==> src/rtl/fetch_unit_if.sv <==
`default_nettype none
// ============================================================================
// Module      : fetch_unit_if
// Description : Instruction-memory read bus between the fetch unit and the
//               instruction memory.
//                 imem_req_out  - read request (held high while waiting)
//                 imem_addr_out - read address (stable while requested)
//                 imem_ack_in   - read acknowledge, data valid this cycle
//                 imem_data_in  - read data
//               The master modport is the fetch unit side. The slave modport
//               is the memory side.
// Revision    : 1.0 - initial release
// ============================================================================
interface fetch_unit_if;
    logic        imem_req_out;
    logic [15:0] imem_addr_out;
    logic        imem_ack_in;
    logic [15:0] imem_data_in;

    modport master (
        output imem_req_out,
        output imem_addr_out,
        input  imem_ack_in,
        input  imem_data_in
    );

    modport slave (
        input  imem_req_out,
        input  imem_addr_out,
        output imem_ack_in,
        output imem_data_in
    );
endinterface
`default_nettype wire

==> src/rtl/fetch_unit.sv <==
`default_nettype none
// ============================================================================
// Module      : fetch_unit
// Description : Instruction fetch unit. It holds the program counter and the
//               instruction register. A two-state FSM (F_IDLE/F_WAIT) issues
//               one read to instruction memory for each il_in request. The PC
//               changes only while idle: hold, +1, branch-relative using a
//               6-bit signed IR field, or a jump to a_in.
// Ports       : clk, rst        - clock, synchronous active-high reset
//               il_in           - instruction-load request
//               ps_in[1:0]      - PC select (00 hold, 01 inc, 10 branch, 11 jump)
//               a_in[15:0]      - jump target
//               ins_out[15:0]   - instruction register
//               pc_out[15:0]    - program counter
//               ins_vld_out     - one-cycle pulse when a new instruction is in ins_out
//               busy_out        - fetch in progress
//               timeout_out     - sticky fetch-timeout flag
//               imem            - instruction memory bus (master)
// Options     : FETCH_TIMEOUT_EN - when this macro is defined, a fetch is
//               abandoned after 15 wait cycles with no acknowledge. The unit
//               then returns FFFF and sets timeout_out.
// Revision    : 1.0 - initial release
// ============================================================================
module fetch_unit (
    input  wire logic        clk,
    input  wire logic        rst,
    input  wire logic        il_in,
    input  wire logic [1:0]  ps_in,
    input  wire logic [15:0] a_in,
    output logic      [15:0] ins_out,
    output logic      [15:0] pc_out,
    output logic             ins_vld_out,
    output logic             busy_out,
    output logic             timeout_out,
    fetch_unit_if.master     imem
);

    typedef enum logic [0:0] {
        F_IDLE = 1'b0,
        F_WAIT = 1'b1
    } state_t;

    state_t      r_state;
    state_t      w_state_nxt;
    logic [15:0] r_pc;
    logic [15:0] w_pc_nxt;
    logic [15:0] r_ir;
    logic [15:0] w_ir_nxt;
    logic [15:0] r_addr;
    logic [15:0] w_addr_nxt;
    logic        r_vld;
    logic        w_vld_nxt;
    logic [15:0] w_br_off;

`ifdef FETCH_TIMEOUT_EN
    localparam logic [3:0] c_TIMEOUT_LAST = 4'd14; // wait count during the 15th F_WAIT cycle
    localparam logic [15:0] c_ILLEGAL_OP  = 16'hFFFF;
    logic [3:0]  r_wcnt;
    logic [3:0]  w_wcnt_nxt;
    logic        r_timeout;
    logic        w_timeout_nxt;
`endif

    // The branch offset is split across IR[8:6] and IR[2:0]. It is
    // sign-extended from bit 5 of the joined field.
    assign w_br_off = {{10{r_ir[8]}}, r_ir[8:6], r_ir[2:0]};

    always_comb begin
        w_state_nxt = r_state;
        w_pc_nxt    = r_pc;
        w_ir_nxt    = r_ir;
        w_addr_nxt  = r_addr;
        w_vld_nxt   = 1'b0;
`ifdef FETCH_TIMEOUT_EN
        w_wcnt_nxt    = r_wcnt;
        w_timeout_nxt = r_timeout;
`endif
        case (r_state)
            F_IDLE: begin
                // The fetch address is taken from the PC before this cycle's update.
                if (il_in) begin
                    w_addr_nxt  = r_pc;
                    w_state_nxt = F_WAIT;
`ifdef FETCH_TIMEOUT_EN
                    w_wcnt_nxt  = 4'd0;
`endif
                end
                case (ps_in)
                    2'b01:   w_pc_nxt = r_pc + 16'd1;
                    2'b10:   w_pc_nxt = r_pc + w_br_off;
                    2'b11:   w_pc_nxt = a_in;
                    default: w_pc_nxt = r_pc;
                endcase
            end
            F_WAIT: begin
                // An acknowledge wins over a timeout in the same cycle.
                if (imem.imem_ack_in) begin
                    w_ir_nxt    = imem.imem_data_in;
                    w_vld_nxt   = 1'b1;
                    w_state_nxt = F_IDLE;
                end
`ifdef FETCH_TIMEOUT_EN
                else if (r_wcnt == c_TIMEOUT_LAST) begin
                    w_ir_nxt      = c_ILLEGAL_OP;
                    w_vld_nxt     = 1'b1;
                    w_timeout_nxt = 1'b1;
                    w_state_nxt   = F_IDLE;
                end else begin
                    w_wcnt_nxt = r_wcnt + 4'd1;
                end
`endif
            end
            default: w_state_nxt = F_IDLE;
        endcase
    end

    always_ff @(posedge clk) begin
        if (rst) begin
            r_state <= F_IDLE;
            r_pc    <= 16'h0000;
            r_ir    <= 16'h0000;
            r_addr  <= 16'h0000;
            r_vld   <= 1'b0;
`ifdef FETCH_TIMEOUT_EN
            r_wcnt    <= 4'd0;
            r_timeout <= 1'b0;
`endif
        end else begin
            r_state <= w_state_nxt;
            r_pc    <= w_pc_nxt;
            r_ir    <= w_ir_nxt;
            r_addr  <= w_addr_nxt;
            r_vld   <= w_vld_nxt;
`ifdef FETCH_TIMEOUT_EN
            r_wcnt    <= w_wcnt_nxt;
            r_timeout <= w_timeout_nxt;
`endif
        end
    end

    assign ins_out            = r_ir;
    assign pc_out             = r_pc;
    assign ins_vld_out        = r_vld;
    assign busy_out           = (r_state == F_WAIT);
    assign imem.imem_req_out  = (r_state == F_WAIT);
    assign imem.imem_addr_out = r_addr;
`ifdef FETCH_TIMEOUT_EN
    assign timeout_out        = r_timeout;
`else
    assign timeout_out        = 1'b0;
`endif

endmodule
`default_nettype wire

==> src/flat_wrapper.sv <==
// flat-port wrapper written by rule: the top's interface ports become plain ports
module fetch_unit_flat 
  (clk, rst, il_in, ps_in, a_in, ins_out, pc_out, ins_vld_out, busy_out, timeout_out, imem_imem_req_out, imem_imem_addr_out, imem_imem_ack_in, imem_imem_data_in);
  fetch_unit_if imem_i ();
  input  wire logic clk;
  input  wire logic rst;
  input  wire logic il_in;
  input  wire logic [1:0] ps_in;
  input  wire logic [15:0] a_in;
  output logic      [15:0] ins_out;
  output logic      [15:0] pc_out;
  output logic ins_vld_out;
  output logic busy_out;
  output logic timeout_out;
  output wire logic [$bits(imem_i.imem_req_out)-1:0] imem_imem_req_out;
  output wire logic [$bits(imem_i.imem_addr_out)-1:0] imem_imem_addr_out;
  input wire logic [$bits(imem_i.imem_ack_in)-1:0] imem_imem_ack_in;
  input wire logic [$bits(imem_i.imem_data_in)-1:0] imem_imem_data_in;
  assign imem_imem_req_out = imem_i.imem_req_out;
  assign imem_imem_addr_out = imem_i.imem_addr_out;
  assign imem_i.imem_ack_in = imem_imem_ack_in;
  assign imem_i.imem_data_in = imem_imem_data_in;
  fetch_unit u_core (.clk(clk), .rst(rst), .il_in(il_in), .ps_in(ps_in), .a_in(a_in), .ins_out(ins_out), .pc_out(pc_out), .ins_vld_out(ins_vld_out), .busy_out(busy_out), .timeout_out(timeout_out), .imem(imem_i));
endmodule
==> config.mk <==
export PLATFORM = sky130hd
export DESIGN_NAME = fetch_unit_flat
export DESIGN_NICKNAME = d
export VERILOG_FILES = /design/src/rtl/fetch_unit_if.sv /design/src/rtl/fetch_unit.sv /design/src/flat_wrapper.sv
export SDC_FILE = /design/constraint.sdc
export NUM_CORES = 1
export LEC_CHECK = 0
export BUFFER_PORTS_ARGS = -buffer_cell sky130_fd_sc_hd__buf_2
export CAP_MARGIN = 20
export CORE_ASPECT_RATIO = 0.9
export CORE_MARGIN = 2
export CORE_UTILIZATION = 53
export DETAILED_ROUTE_END_ITERATION = 8
export GPL_TIMING_DRIVEN = 0
export PLACE_DENSITY = 0.85
export SLEW_MARGIN = 10
export SYNTH_ARGS = -nofsm -noshare
export SYNTH_HDL_FRONTEND = slang
export SYNTH_SLANG_ARGS = --single-unit
export TNS_END_PERCENT = 30
==> constraint.sdc <==
create_clock -name clk -period 8.95 [get_ports clk]
set_input_delay 1.79 -clock clk [delete_from_list [all_inputs] [get_ports clk]]
set_output_delay 1.79 -clock clk [all_outputs]
set_load 0.01 [all_outputs]
======== Word-level counts from Yosys, hierarchy flattened ========
Cells that the tools add are included.
operators by class
  add/subtract/negate cells ............... 2
  equal/unequal tests ..................... 3
  mux-type cells .......................... 5
  bitwise operators ....................... 1
  reduce and logical (&&, ||, !) cells .... 5
operators by type and width
  operator                 number
  $pmux W16 S3             1
  $add A16 B1 Y16 const B  1
  $add A16 B16 Y16         1
  $reduce_and A2 Y1        3
  $eq A2 B2 Y1 const B     2
  $mux W1                  3
  $reduce_bool A3 Y1       1
  $eq A2 B1 Y1 const B     1
  $pmux W1 S2              1
  $reduce_or A2 Y1         1
  $not A1 Y1               1
storage, ports and cells
  register bits ........................... 50
  input port bits ......................... 38
  output and inout port bits .............. 52
  logic and storage cells ................. 21

======== Depth between registers and ports, before layout ========
Gate-level depths: netlist of run 1.
  depth in word-level cells ............... 3
  gate-level depth with buffers ........... 10
  depth with buffers taken out ............ 10

======== Worst setup path after synthesis of run 1 ========
Ideal clock, no wire load.
  path type ............................... input -> register
  start ................................... input ps_in[0]
  end ..................................... register u_core.r_pc[13], in the netlist u_core.pc_out[13]
  setup time .............................. 74 ps
  arrival ................................. 4061 ps
  required time ........................... 8876 ps
  setup slack ............................. 4815 ps
  stages .................................. 9
  buffers on the path ..................... 0
  cells stage by stage .................... and2b_2 > and2_1 > ha_1 > a211oi_1 > o21bai_1 > a21oi_2 > mux2_2 > or4_1 > a31oi_1
on the way
  longest elaborated chain between the ends .. 3
  elaborated cells between the ends (all ways) .. 6
  those cells by class .................... eq/ne (3); mux (1); reduce/logical (2)
RTL lines
  item                                                 RTL line           source
  start: declaration                                   flat_wrapper.sv:8  input wire logic [1:0] ps_in;
  $eq A2 B1 Y1 / $eq A2 B2 Y1 (equally long branches)  fetch_unit.sv:88   case (ps_in)
  $reduce_bool A3 Y1 (no line)                         n/a
  $reduce_and A2 Y1 (no line)                          n/a
  end signal: assignment                               fetch_unit.sv:130  r_pc <= w_pc_nxt;
  end: declaration                                     fetch_unit.sv:45   logic [15:0] r_pc;
Parallel ways exist; a longest one is shown, timed or not.
A chain may end at the register's enable or synchronous reset.

======== Worst setup path in the final report of run 1 ========
  start ................................... input ps_in[0]
  end ..................................... register u_core.r_pc[10], in the netlist u_core.pc_out[10]
The elaborated chain is that of the path after synthesis.

==> flow_metrics.tcl, run 1 <==
set metrics [dict create \
    synth-xor-area-share_pct 0.701 \
    fp.dieW_um 76.4 \
    dr.pass1.iters 4 \
    grtUsageTotal_pct 24.8 \
    ioPinCount 90 \
    portBuffers 87 \
    antenna_found_initial 0 \
    min_from "u_core.imem.imem_addr_out[11]$_SDFFE_PP0P_" \
    synthArstFlopShare_pct 0 \
    tightest_slew_ps 682 \
    yosysUniqueCellTypes 51 \
    cts_hold_buffers 0 \
    timing.rr.end "u_core.pc_out[10]$_SDFFE_PP0P_" \
    syn_inst 300 \
    grt.overflow.total 0 \
    syn_area_sq_mm 0.00250 \
    yosysWarnings 0 \
    start_kind "primary input" \
    totalWireLength_um 6640 \
    min_period_over_period_pct 48.8 \
    cts_sinks 50 \
    reg2reg_from "u_core.ins_out[0]$_SDFFE_PP0P_" \
    dieArea_sq_mm 0.00528 \
    synth_compound_area_share_pct 22.0 \
    final_hold_viol_count 0 \
    place_congestion 0.876 \
    timing.fmax_mhz 229 \
    synth-adder-area-share_pct 3.30 \
    place_hpwl_um 4880 \
    syn_avg_cell_area_sq_um 8.33 \
    outcome "finished, final reports clean" \
    maxSlewHeadroom_pct 54.4 \
    cts_max_path_buffers 2 \
    cts_root_buf "clkbuf_8" \
    irDropWorstVdd_v 0.000108 \
    path_max_fanout 9 \
    cts_resized 0 \
    holdPathStages 2 \
    ys_seq_elements 50 \
    numCtsBuffers 5 \
    reg2reg_slack_ps 6040 \
    fp.dieH_um 69.2 \
    grt_first_pass_wirelength_um 10600 \
    hold_end "u_core.imem.imem_addr_out[11]$_SDFFE_PP0P_" \
    insertion_delay_ps 300 \
    synth-simple-area-share_pct 25.5 \
    core_area_sq_mm 0.00449 \
    synth_top_area_share_pct 40.0 \
    routedWlPerCell_um 14.6 \
    synth_area_leaders "dfxtp_1 40%, nand2_1 7.8%, a22o_1 5.6%, a21oi_1 5.2%, clkbuf_1 3.2%" \
    yosysTopAreaCell "dfxtp_1" \
    setup_viol 0 \
    clock_skew_ps 7.84 \
    std_cell_rows 23 \
    diodes 0 \
    drcViolationCount 0 \
    min_period_ps 4370 \
    cp.arrival_ps 4610 \
    required_ps 9180 \
    grt_max_degree 16 \
    htreeDepth 2 \
    end_kind "flip-flop" \
    cts.reportedPaths.clkPinSlew_ps 90 \
    start_util_pct 55.7 \
    tns_ps 0 \
    fin_util_pct 69.5 \
    fillers 385 \
    synthMuxAreaShare_pct 3.15 \
    vias 2540 \
    hold_path.class "reg -> reg" \
    p_leak_nw 1.41 \
    cts_setup_buffers 0 \
    fin_nets 438 \
    detail_route.vias_per_cell 5.57 \
    synthFlopType "dfxtp_1" \
    max_cap_violations 0 \
    drt_first_iter_violations 229 \
    synth_top_family_by_area "simple AND/OR/NAND/NOR gates" \
    crit_type "in -> reg" \
    cts_tree "yes" \
    syn_nets 344 \
    layout-drive-gt1-share_pct 28.2 \
    slew_violations 0 \
    yosysSeqAreaShare_pct 40.0 \
    worstSetupStartpoint "ps_in[0]" \
    synth_edf_count 0 \
    syn_to_final_growth_pct 24.8 \
    drtAntennaViolNets 0 \
    power_density_mw_per_mm2 157 \
    grt_pass1_vias 2254 \
    r2r_cells 9 \
    rsz0062_at_grt "false" \
]
[metal layers]
metal,track usage [%],part of all wire (%)
met1,32.9,44
met3,6.94,8.8
met2,39.1,46
met4,8.28,1.1
met5,0,0
[through the flow]
stage          hold slack (ps)  power (mW)  std cells  instance area (sq um)  setup WS [ps]
4_1_cts                    457       0.491        456                   3120           4630
2_1_floorplan              481       0.301        300                   2500           4810
5_1_grt                    476       0.510        456                   3120           4410
3_3_place_gp               438       0.333        449                   3010           4400
6_report                   455       0.489        456                   3120           4580
3_5_place_dp               444       0.335        449                   3010           4320
[cell type report]
cell class | count | area (sq um) | share of cell area (%)
buffer | 26 | 121 | 3.89
clock buffer | 5 | 68.8 | 2.21
clock inverter | 2 | 38.8 | 1.24
inverter | 2 | 7.51 | 0.241
multi-input combinational | 222 | 1370 | 43.9
sequential | 50 | 1000 | 32.1
tap | 62 | 77.6 | 2.49
timing repair buffer | 87 | 435 | 14.0
[where the power goes]
part | leakage, nW | internal, mW | switching (mW)
combinational | 0.950 | 0.0359 | 0.0509
sequential | 0.407 | 0.234 | 0.0111
clock | 0.0542 | 0.0823 | 0.0747
[layout by cell type, fill, tap and decap left out, types with 3 or more instances in the layout]
cell / count
and3_1: 9
clkbuf_1: 21
nor4_1: 3
nand2_1: 52
nand4_1: 3
mux2i_1: 3
nor2_1: 12
a211oi_1: 7
a22o_1: 16
or4_1: 6
clkbuf_8: 5
a21o_1: 3
dfxtp_1: 50
nand3_1: 11
ha_1: 5
a31oi_1: 9
and2_1: 5
o21ai_0: 8
nor3_1: 5
mux2_2: 3
or3_1: 4
buf_2: 88
a21oi_1: 26
[logic make-up (layout without fill, tap and decap cells)]
family | after synthesis | count (layout)
xor+xnor | 2 | 2
flops | 50 | 50
fa+ha+maj | 6 | 6
buf+inv | 28 | 122
simple gates | 124 | 124
compound gates | 82 | 82
mux | 7 | 7
other cells | 1 | 1
[flip-flops by register name (all words and copies together), names as in the netlist]
name / flops
u_core.imem.imem_addr_out: 16
u_core.ins_out: 16
u_core.pc_out: 16
u_core.busy_out: 1
u_core.ins_vld_out: 1
[how the worst max path moves through the flow]
stage,to,slack [ps],cells past startpoint
6_report,u_core.pc_out[10]$_SDFFE_PP0P_,4580,11
5_1_grt,u_core.pc_out[10]$_SDFFE_PP0P_,4410,11
4_1_cts,u_core.pc_out[10]$_SDFFE_PP0P_,4630,11
3_5_place_dp,u_core.pc_out[10]$_SDFFE_PP0P_,4320,11
3_3_place_gp,u_core.pc_out[10]$_SDFFE_PP0P_,4400,11
2_1_floorplan,u_core.pc_out[13]$_SDFFE_PP0P_,4810,9
[synthesized netlist by cell type (all sizes together), types with 2 or more instances]
cell type  instances
a211oi             7
mux2i              3
a21o               3
a22o              16
nand4              3
mux2               4
and3              10
inv                2
nor4               4
or4                6
a21oi             27
nand2             53
nand3             11
buf                5
or3                4
nand3b             2
xnor2              2
a311oi             2
o21bai             2
nor3               6
and2               6
nor2              12
o211ai             2
ha                 5
dfxtp             50
o21ai              8
a31oi              9
clkbuf            21
nand2b             2
[worst max-delay path, cell delays in order]
cell and delay, ps:
buf_2 120, and2b_2 250, nand2b_1 90, ha_1 250, fa_1 440, a211oi_1 300
o21bai_1 280, nor4_1 360, a21oi_1 100, or4_1 440, a31oi_1 170
(Power assumes the default switching activity.)
==> inputs of run 2 (changes only) <==
Settings changed: CORE_UTILIZATION 53 to 45, PLACE_DENSITY 0.85 to 0.76.
Clock period 8.95 ns to 3.5 ns, I/O delays scaled along.
==> run 2 against run 1 <==
Net effect:
- clock skew rose by 2.1 ps
- routed wire length rose by 1.1%
- first-iteration DRC count fell by 26%
- core utilization fell by 11 points
- final cell count rose by 1.1%
- highest routed layer unchanged
==> flow_metrics.tcl, run 2 (same netlist as run 1, synthesis figures left out) <==
set metrics [dict create \
    power_density_mw_per_mm2 404 \
    antenna_found_initial 0 \
    path_max_fanout 6 \
    rsz0062_at_grt "false" \
    min_period_ps 3210 \
    clock_skew_ps 9.92 \
    grt.overflow.total 0 \
    topRoutingLayerUsed "met4" \
    place_hpwl_um 4920 \
    cts_sinks 50 \
    htreeDepth 2 \
    reg2reg_slack_ps 710 \
    cts_hold_buffers 0 \
    power_mw 1.26 \
    max_cap_violations 0 \
    insertion_delay_ps 310 \
    detail_route.vias_per_cell 5.50 \
    tightest_slew_ps 699 \
    cp.arrival_ps 3440 \
    cts_resized 0 \
    worstSetupStartpoint "ps_in[0]" \
    totalWireLength_um 6720 \
    irDropWorstVdd_v 0.000233 \
    start_kind "primary input" \
    cts_tree "yes" \
    seq_power_share_pct 49.6 \
    wl_met1_um 3010 \
    timing.rr.end "u_core.pc_out[10]$_SDFFE_PP0P_" \
    routedWlPerCell_um 14.6 \
    numCtsBuffers 5 \
    p_leak_nw 1.41 \
    pwr-share-comb_pct 17.4 \
    tns_ps 0 \
    swShare_pct 27.4 \
    outcome "finished, final reports clean" \
    cts.reportedPaths.clkPinSlew_ps 80 \
    r2r_cells 9 \
    endpoint "u_core.pc_out[13]$_SDFFE_PP0P_" \
    start_util_pct 47.0 \
    fp.dieW_um 82.6 \
    routed-wl-met3_um 574 \
    fin_nets 438 \
    setup_slack_ps 285 \
    cts_setup_buffers 0 \
    maxSlewHeadroom_pct 53.2 \
    layout.cells.most_common_list "88 x buf_2, 52 x nand2_1, 50 x dfxtp_1" \
    place_congestion 0.897 \
    drtAntennaViolNets 0 \
    cts_max_path_buffers 2 \
    fin_util_pct 58.9 \
    post-place-ws_ps 18.2 \
    grtUsageTotal_pct 22.1 \
    portBuffers 87 \
    fin_area_sq_mm 0.00313 \
    place_area_sq_mm 0.00302 \
    fp.dieH_um 74.7 \
    holdWs_ps 454 \
    drt_first_iter_violations 170 \
    ioPinCount 90 \
    stdcell_count 461 \
    core_area_sq_mm 0.00532 \
    diodes 0 \
    required_ps 3730 \
    clock_power_share_pct 33.1 \
    layout-drive-gt1-share_pct 28.2 \
    cts_root_buf "clkbuf_8" \
    grt_first_pass_wirelength_um 10600 \
    wl_met2_um 3050 \
    end_kind "flip-flop" \
    final_hold_viol_count 0 \
    grt_pass1_vias 2165 \
    timing.fmax_mhz 311 \
    vias 2534 \
    placedCellCount 454 \
    syn_to_final_growth_pct 25.3 \
    dieArea_sq_mm 0.00617 \
    dr.pass1.iters 4 \
    setup_viol 0 \
    crit_type "in -> reg" \
    slew_violations 0 \
    min_period_over_period_pct 91.8 \
    grt_max_degree 15 \
    mostFrequentLayoutCell "buf_2" \
    p_int_mw 0.918 \
    drcViolationCount 0 \
    std_cell_rows 25 \
    hold_path.class "reg -> reg" \
    reg2reg_from "u_core.ins_out[0]$_SDFFE_PP0P_" \
    p_sw_mw 0.347 \
]
-- run 2: how the worst min path moves through the flow --
stage | from | to | cells past startpoint
floorplan | u_core.imem.imem_addr_out[0]$_SDFFE_PP0P_ | u_core.imem.imem_addr_out[0]$_SDFFE_PP0P_ | 2
global placement | u_core.imem.imem_addr_out[13]$_SDFFE_PP0P_ | u_core.imem.imem_addr_out[13]$_SDFFE_PP0P_ | 2
detailed placement | u_core.imem.imem_addr_out[8]$_SDFFE_PP0P_ | u_core.imem.imem_addr_out[8]$_SDFFE_PP0P_ | 2
CTS | u_core.imem.imem_addr_out[8]$_SDFFE_PP0P_ | u_core.imem.imem_addr_out[8]$_SDFFE_PP0P_ | 2
global route | u_core.imem.imem_addr_out[15]$_SDFFE_PP0P_ | u_core.imem.imem_addr_out[15]$_SDFFE_PP0P_ | 2
finish | u_core.imem.imem_addr_out[9]$_SDFFE_PP0P_ | u_core.imem.imem_addr_out[9]$_SDFFE_PP0P_ | 2
-- run 2: per-layer routing --
layer  vias to the layer above  global-route usage [%]
li1                       1277                       -
met1                      1141                    30.5
met2                       107                    34.5
met3                         9                    5.28
met4                         0                    7.29
met5                         -                       0
-- run 2: critical path, stage by stage --
cell      delay [ps]
buf_2            120
and2b_2          260
and2_1           190
ha_1             300
a211oi_1         300
o21bai_1         160
a21oi_2          450
mux2_2           400
or4_1            400
a31oi_1          160
-- run 2: area by class of cell --
class,count,area (sq um)
buffer,26,121
clock buffer,6,82.6
clock inverter,1,30.0
fill,492,2190
inverter,2,7.51
multi-input combinational,222,1370
sequential,50,1000
tap,67,83.8
timing repair buffer,87,435
-- run 2: power groups by stage --
stage | combinational [mW] | sequential [mW] | clock (mW)
finish | 0.220 | 0.627 | 0.418
global route | 0.245 | 0.632 | 0.448
CTS | 0.219 | 0.626 | 0.425
detailed placement | 0.218 | 0.639 | 0
global placement | 0.217 | 0.638 | 0
floorplan | 0.122 | 0.647 | 0
